==> src/rtl/mag_window_acc.sv <==
// Windowed sum / peak / count of unsigned magnitudes, closed on a full window or an early flush.
// Optional peak tracker: define MAG_WINDOW_ACC_PEAK_EN to build it; otherwise out_peak is tied to 0.
// Handshakes: a transfer happens on a rising edge where valid && ready; ready never depends on the same-cycle valid.
module mag_window_acc #(
  parameter int WIN_LOG2 = 4,
  parameter int ACC_W    = 16 + WIN_LOG2
) (
  input  logic                clk,
  input  logic                rst,
  input  logic                in_valid,
  output logic                in_ready,
  input  logic [15:0]         in_mag,
  input  logic                flush,
  output logic                out_valid,
  input  logic                out_ready,
  output logic [ACC_W-1:0]    out_sum,
  output logic [15:0]         out_peak,
  output logic [WIN_LOG2:0]   out_cnt
);

  localparam int CNT_W = WIN_LOG2 + 1;
  localparam logic [CNT_W-1:0] FULL_CNT = CNT_W'(1) << WIN_LOG2;

  typedef enum logic {ACCUM = 1'b0, HOLD = 1'b1} state_e;

  state_e             state_q, state_d;
  logic [ACC_W-1:0]   sum_q, sum_d;
  logic [CNT_W-1:0]   cnt_q, cnt_d;
  logic [ACC_W-1:0]   out_sum_q;
  logic [CNT_W-1:0]   out_cnt_q;
  logic               out_valid_q;
  logic               accept;
  logic               close;

  // State register
  always_ff @(posedge clk) begin
    if (rst) state_q <= ACCUM;
    else     state_q <= state_d;
  end

  // Next-state logic
  always_comb begin
    state_d = state_q;
    case (state_q)
      ACCUM: if (close)     state_d = HOLD;
      HOLD:  if (out_ready) state_d = ACCUM;
      default:              state_d = ACCUM;
    endcase
  end

  // Output / control decode; the closing sample is folded into sum_d and cnt_d
  always_comb begin
    in_ready = (state_q == ACCUM);
    accept   = in_valid && in_ready;
    sum_d    = sum_q + (accept ? ACC_W'(in_mag) : '0);
    cnt_d    = cnt_q + CNT_W'(accept);
    close    = in_ready && ((accept && (cnt_d == FULL_CNT)) || (flush && (cnt_d != '0)));
  end

  always_ff @(posedge clk) begin
    if (rst) begin
      sum_q       <= '0;
      cnt_q       <= '0;
      out_sum_q   <= '0;
      out_cnt_q   <= '0;
      out_valid_q <= 1'b0;
    end else begin
      if (close) begin
        out_sum_q   <= sum_d;
        out_cnt_q   <= cnt_d;
        out_valid_q <= 1'b1;
        sum_q       <= '0;
        cnt_q       <= '0;
      end else if (accept) begin
        sum_q <= sum_d;
        cnt_q <= cnt_d;
      end
      if ((state_q == HOLD) && out_ready) out_valid_q <= 1'b0;
    end
  end

`ifdef MAG_WINDOW_ACC_PEAK_EN
  logic [15:0] peak_q, peak_d, out_peak_q;

  always_comb begin
    peak_d = (accept && (in_mag > peak_q)) ? in_mag : peak_q;
  end

  always_ff @(posedge clk) begin
    if (rst) begin
      peak_q     <= '0;
      out_peak_q <= '0;
    end else if (close) begin
      out_peak_q <= peak_d;
      peak_q     <= '0;
    end else if (accept) begin
      peak_q <= peak_d;
    end
  end

  assign out_peak = out_peak_q;
`else
  assign out_peak = '0;
`endif

  assign out_valid = out_valid_q;
  assign out_sum   = out_sum_q;
  assign out_cnt   = out_cnt_q;

endmodule

==> config.mk <==
export PLATFORM = sky130hd
export DESIGN_NAME = mag_window_acc
export DESIGN_NICKNAME = d
export VERILOG_FILES = /design/src/rtl/mag_window_acc.sv
export SDC_FILE = /design/constraint.sdc
export NUM_CORES = 1
export LEC_CHECK = 0
export ABC_AREA = 1
export CAP_MARGIN = 0
export CORE_UTILIZATION = 47
export CTS_CLUSTER_SIZE = 30
export DETAILED_ROUTE_END_ITERATION = 6
export PLACE_DENSITY = 0.76
export SETUP_SLACK_MARGIN = 0.5
export SYNTH_ARGS = -nofsm -noshare
export SYNTH_HDL_FRONTEND = slang
export SYNTH_SLANG_ARGS = --single-unit
==> constraint.sdc <==
create_clock -name clk -period 2.8 [get_ports clk]
set_input_delay 0.56 -clock clk [delete_from_list [all_inputs] [get_ports clk]]
set_output_delay 0.56 -clock clk [all_outputs]
set_load 0.02 [all_outputs]
## Word level (Yosys, flattened, before mapping)

Cells that the tools add are included.

- $add $sub $neg: 2
- Bitwise logic cells: 1
- Eq/ne operators: 1
- Mux-type cells: 4
- Reduce and logical (&&, ||, !) cells: 9

Operator list:

| operator | count |
|---|---|
| $add 20x16->20 | 1 |
| $mux 16 | 1 |
| $add 5x1->5 | 1 |
| $eq 5x5->1 const B | 1 |
| $logic_and 1x1->1 | 5 |
| $reduce_bool 5->1 | 1 |
| $reduce_or 2->1 | 2 |
| $mux 1 | 2 |
| $pmux 1 s2 | 1 |
| $logic_or 1x1->1 | 1 |
| $not 1->1 | 1 |

- Flip-flop bits (word level): 52
- Input bits: 21

## Logic depth before layout (Yosys ltp)

- Depth after elaboration: 9
- Mapped depth: 19
- Mapped depth without buffers: 17

## Worst setup path before layout

No wires, ideal clock.

- Path type: input to register
- Start: in in_valid
- End: reg out_cnt_q[1] (netlist: out_cnt[1])
- Setup time: 113 ps
- Slack: -97 ps
- Stages: 16
- Buffers on the path: 3
- Arrival time: 2784 ps
- Data required time: 2687 ps
- Path through: inv_1 > nor2_1 > buf_2 > buf_1 > ha_1 > ha_1 > or2_4 > nor2_4 > nand3_2 > nand2_2 > nand3_4 > nand2_4 > inv_6 > buf_6 > nand2_1 > nand2_1

- Word-level cells in the longest chain between the ends: 6
- Elaborated cells between the ends (all ways): 8
- Those cells by class: add/sub (1); eq/ne (1); reduce/logical (6)

RTL lines:

| item | line | source |
|---|---|---|
| from (decl) | 10 | `input logic in_valid,` |
| $logic_and 1x1->1 * | 54 | `accept = in_valid && in_ready;` |
| $add 5x1->5 * | 56 | `cnt_d = cnt_q + CNT_W'(accept);` |
| named net cnt_d[1] | 28 | `logic [CNT_W-1:0] cnt_q, cnt_d;` |
| $eq 5x5->1 or $reduce_bool 5->1 (tied branches) | 57 | `close = in_ready && ((accept && (cnt_d == FULL_CNT)) \|\| (flush && (cnt_d != '0)));` |
| $logic_and 1x1->1 | 57 |  |
| $logic_or 1x1->1 | 57 |  |
| $logic_and 1x1->1 | 57 |  |
| to (signal assigned) | 70 | `out_cnt_q <= cnt_d;` |
| to (decl) | 30 | `logic [CNT_W-1:0] out_cnt_q;` |

The timed path passes the listed nets; every way through them passes the cells marked *.
A chain may end at the register's enable or synchronous reset.

## Worst setup path after layout

- Start: in in_mag[0]
- End: reg sum_q[10]

- Word-level cells in the longest chain between the ends: 2

RTL lines:

| item | line | source |
|---|---|---|
| from (decl) | 12 | `input logic [15:0] in_mag,` |
| $mux 16 | 55 | `sum_d = sum_q + (accept ? ACC_W'(in_mag) : '0);` |
| $add 20x16->20 | 55 |  |
| to (signal assigned) | 75 | `sum_q <= sum_d;` |
| to (decl) | 27 | `logic [ACC_W-1:0] sum_q, sum_d;` |

Every way passes these cells.

==> results.yml <==
timing:
  fin_crit_sh_pct: 83.03
  fmax_mhz: 430.1
  finalSetupViolations: 0
  finClkSkew_ps: 8.976
  rsz0062_at_grt: "true"
  tns_ps: 0
  report.final.slew_viol_count: 0
  fin_ws_ps: 475.1
  fin_crit_ps: 2325
  hold_viol: 0
global_route:
  grt_usage_pct: 24.36
  overflow: 0
  grt_pass1_wl_um: 14380
  first_global_vias: 3240
  antenna_found_initial: 0
  grt_max_degree: 29
route:
  avgViaCountPerCell: 4.977
  antenna_left: 0
  num_vias: 3618
  dr.pass1.iters: 5
  drt-total-wl_um: 9926
  drc: 0
  drt-wirelength-per-cell_um: 13.65
  first_iter_violations: 271
floorplanning:
  dieHeight_um: 86.31
  core_um2: 6832
  dieArea_um2: 7449
  rows: 30
  io_pins: 64
  initial_core_util_pct: 48.90
  die_w_um: 86.31
clocking:
  cts_hold_buf: 0
  htreeDepth: 2
  cts_tree: "built"
  path_clk_slew_ps: 100
  clock-root-buffer: "clkbuf_8"
  clock_sinks: 52
  insertion_delay_ps: 320
  numCtsBuffers: 5
  clk_path_buf_depth: 2
critical_path:
  crit_type: "in -> reg"
  path_max_fanout: 3
  critPathCaptureType: "flip-flop"
  crit_path_start: "in_mag[0]"
  crit_path_end: "sum_q[10]"
  cp.required_ps: 3060
  r2r_cells: 13
  r2r_start: "state_q"
  reg2reg_to: "out_cnt[0]"
  regToRegSetupSlack_ps: 520
  cp.arrival_ps: 2590
  startpoint_type: "input port"
power_and_ir_drop:
  power_leakage_nw: 2.415
  powerDensity_nw_per_um2: 564.0
  seqPwrFrac_pct: 34.3
  finalPower_mw: 2.700
  p_sw_share_pct: 39.87
  power_frac_clock_pct: 16.7
  power_frac_comb_pct: 49.0
  cellInternalPower_mw: 1.623
  p_sw_mw: 1.076
  peakVddDrop_v: 0.0002356
place:
  io_buffers: 47
  dp_cells: 705
  dp_hpwl_um: 6758
  pre_cts_ws_ps: -219.4
  place_area_um2: 4243
  gp_congestion: 0.9274
synth:
  synth_seq_area_share_pct: 31.16
  synth_top_flop_cell: "dfxtp_1"
  yosys.area.top_type: "dfxtp_1"
  synth_cell_types: 32
  avgSynthCellArea_um2: 6.339
  netlist_area_um2: 3341
  synth_area_leaders: "dfxtp_1 31%, nand2_1 22%, inv_1 7.5%"
  ys_ff_latch: 52
  ys_warn_count: 0
  synth_top_area_share_pct: 31.16
  synth_edf_count: 0
  synth_cells: 527
  synth_async_sr_flop_share_pct: 0
run:
  maxCapViolations: 0
finish:
  syn2layout_area_growth_pct: 43.30
  drive_gt1_share_pct: 26.62
  antenna_cells: 0
  mostFrequentLayoutCells: "166 x nand2_1, 63 x inv_1, 54 x buf_4"
  final_area_um2: 4787
  final_common_cell: "nand2_1"
  instances_no_fill: 727
  nets: 670
  nFillCells: 535
hold_path:
  hold_path.class: "reg -> reg"
run_status:
  status: "finished clean"
## area by class of cell
type / count / area [µm²] / share of cell area, %
Multi-Input combinational cell: 392 / 2225 / 46.47
Sequential cell: 52 / 1042 / 21.77
Timing Repair Buffer: 109 / 1025 / 21.41
Inverter: 70 / 285.3 / 5.959
Tap cell: 96 / 120.1 / 2.509
Clock buffer: 5 / 68.82 / 1.438
Clock inverter: 3 / 21.27 / 0.4443
## cell usage after synthesis (3+ instances only)
library cell,n
nand4_1,3
xor2_1,9
buf_1,3
nor2_1,63
ha_1,18
dfxtp_1,52
nand2_1,193
a21oi_1,25
o211ai_1,7
buf_4,19
nand3_1,26
clkbuf_1,3
nand2_2,10
o21ai_0,7
inv_1,67
## flip-flops by register name (all words and copies together) (netlist names)
register and flops:
out_sum 20, sum_q 20, cnt_q 5, out_cnt 5, out_valid 1, state_q 1
## through the flow
step | utilization (%) | hold slack, ps
detailed placement | 62.11 | 431.0
global route | 70.07 | 462.7
floorplan | - | 444.5
global placement | 62.11 | 428.2
finish | 70.07 | 448.7
CTS | 64.36 | 451.3
## worst max-delay path, stage by stage
cell             delay [ps]
clkdlybuf4s50_1         410
inv_2                    80
nor2_1                   50
ha_2                    190
fa_2                    380
buf_4                   150
nand3_1                 100
nand3_2                 150
xor2_1                  330
nor2_1                   90
nor2_1                  100
## power by group through the flow
stage	clock, mW	combinational (mW)	sequential, mW
floorplan	0	0.620	0.974
global placement	0	1.04	0.925
detailed placement	0	1.06	0.930
CTS	0.449	1.09	0.913
global route	0.482	1.42	0.935
finish	0.451	1.32	0.926
## layer usage
| layer | vias up | GRT usage (%) | part of all wire (%) |
|---|---|---|---|
| li1 | 1784 | - | - |
| met1 | 1668 | 30.72 | 42 |
| met2 | 132 | 42.35 | 50 |
| met3 | 34 | 3.714 | 4.5 |
| met4 | 0 | 8.333 | 3.3 |
| met5 | - | 0 | 0 |
## cells by family after synthesis
family                     Yosys count  synth area share, %
AOI/OAI and AO/OA                   40                6.592
buffers and inverters               98                13.78
other                                1               0.1123
DFF                                 52                31.16
xor gates and xnor gates            10                2.622
adders and majority gates           19                7.341
and+or+nand+nor                    307                38.39
## repair_timing
item	in CTS	in global routing
setup buffers	1	10
pin swaps	3	40
resized for setup	18	69
endpoints found under the setup margin	51	49
cloned	0	3
## worst min path at each step
stage / start / endpoint / slack, ps / cells after the start
after floorplan: sum_q[2] / sum_q[2] / 440 / 2
after global placement: out_sum[2] / out_sum[2] / 430 / 2
after detailed placement: out_sum[2] / out_sum[2] / 430 / 2
after CTS: out_sum[5] / out_sum[5] / 450 / 2
after global routing: out_sum[5] / out_sum[5] / 460 / 2
final: out_sum[5] / out_sum[5] / 450 / 2
Power figures use the tool's default switching activity.
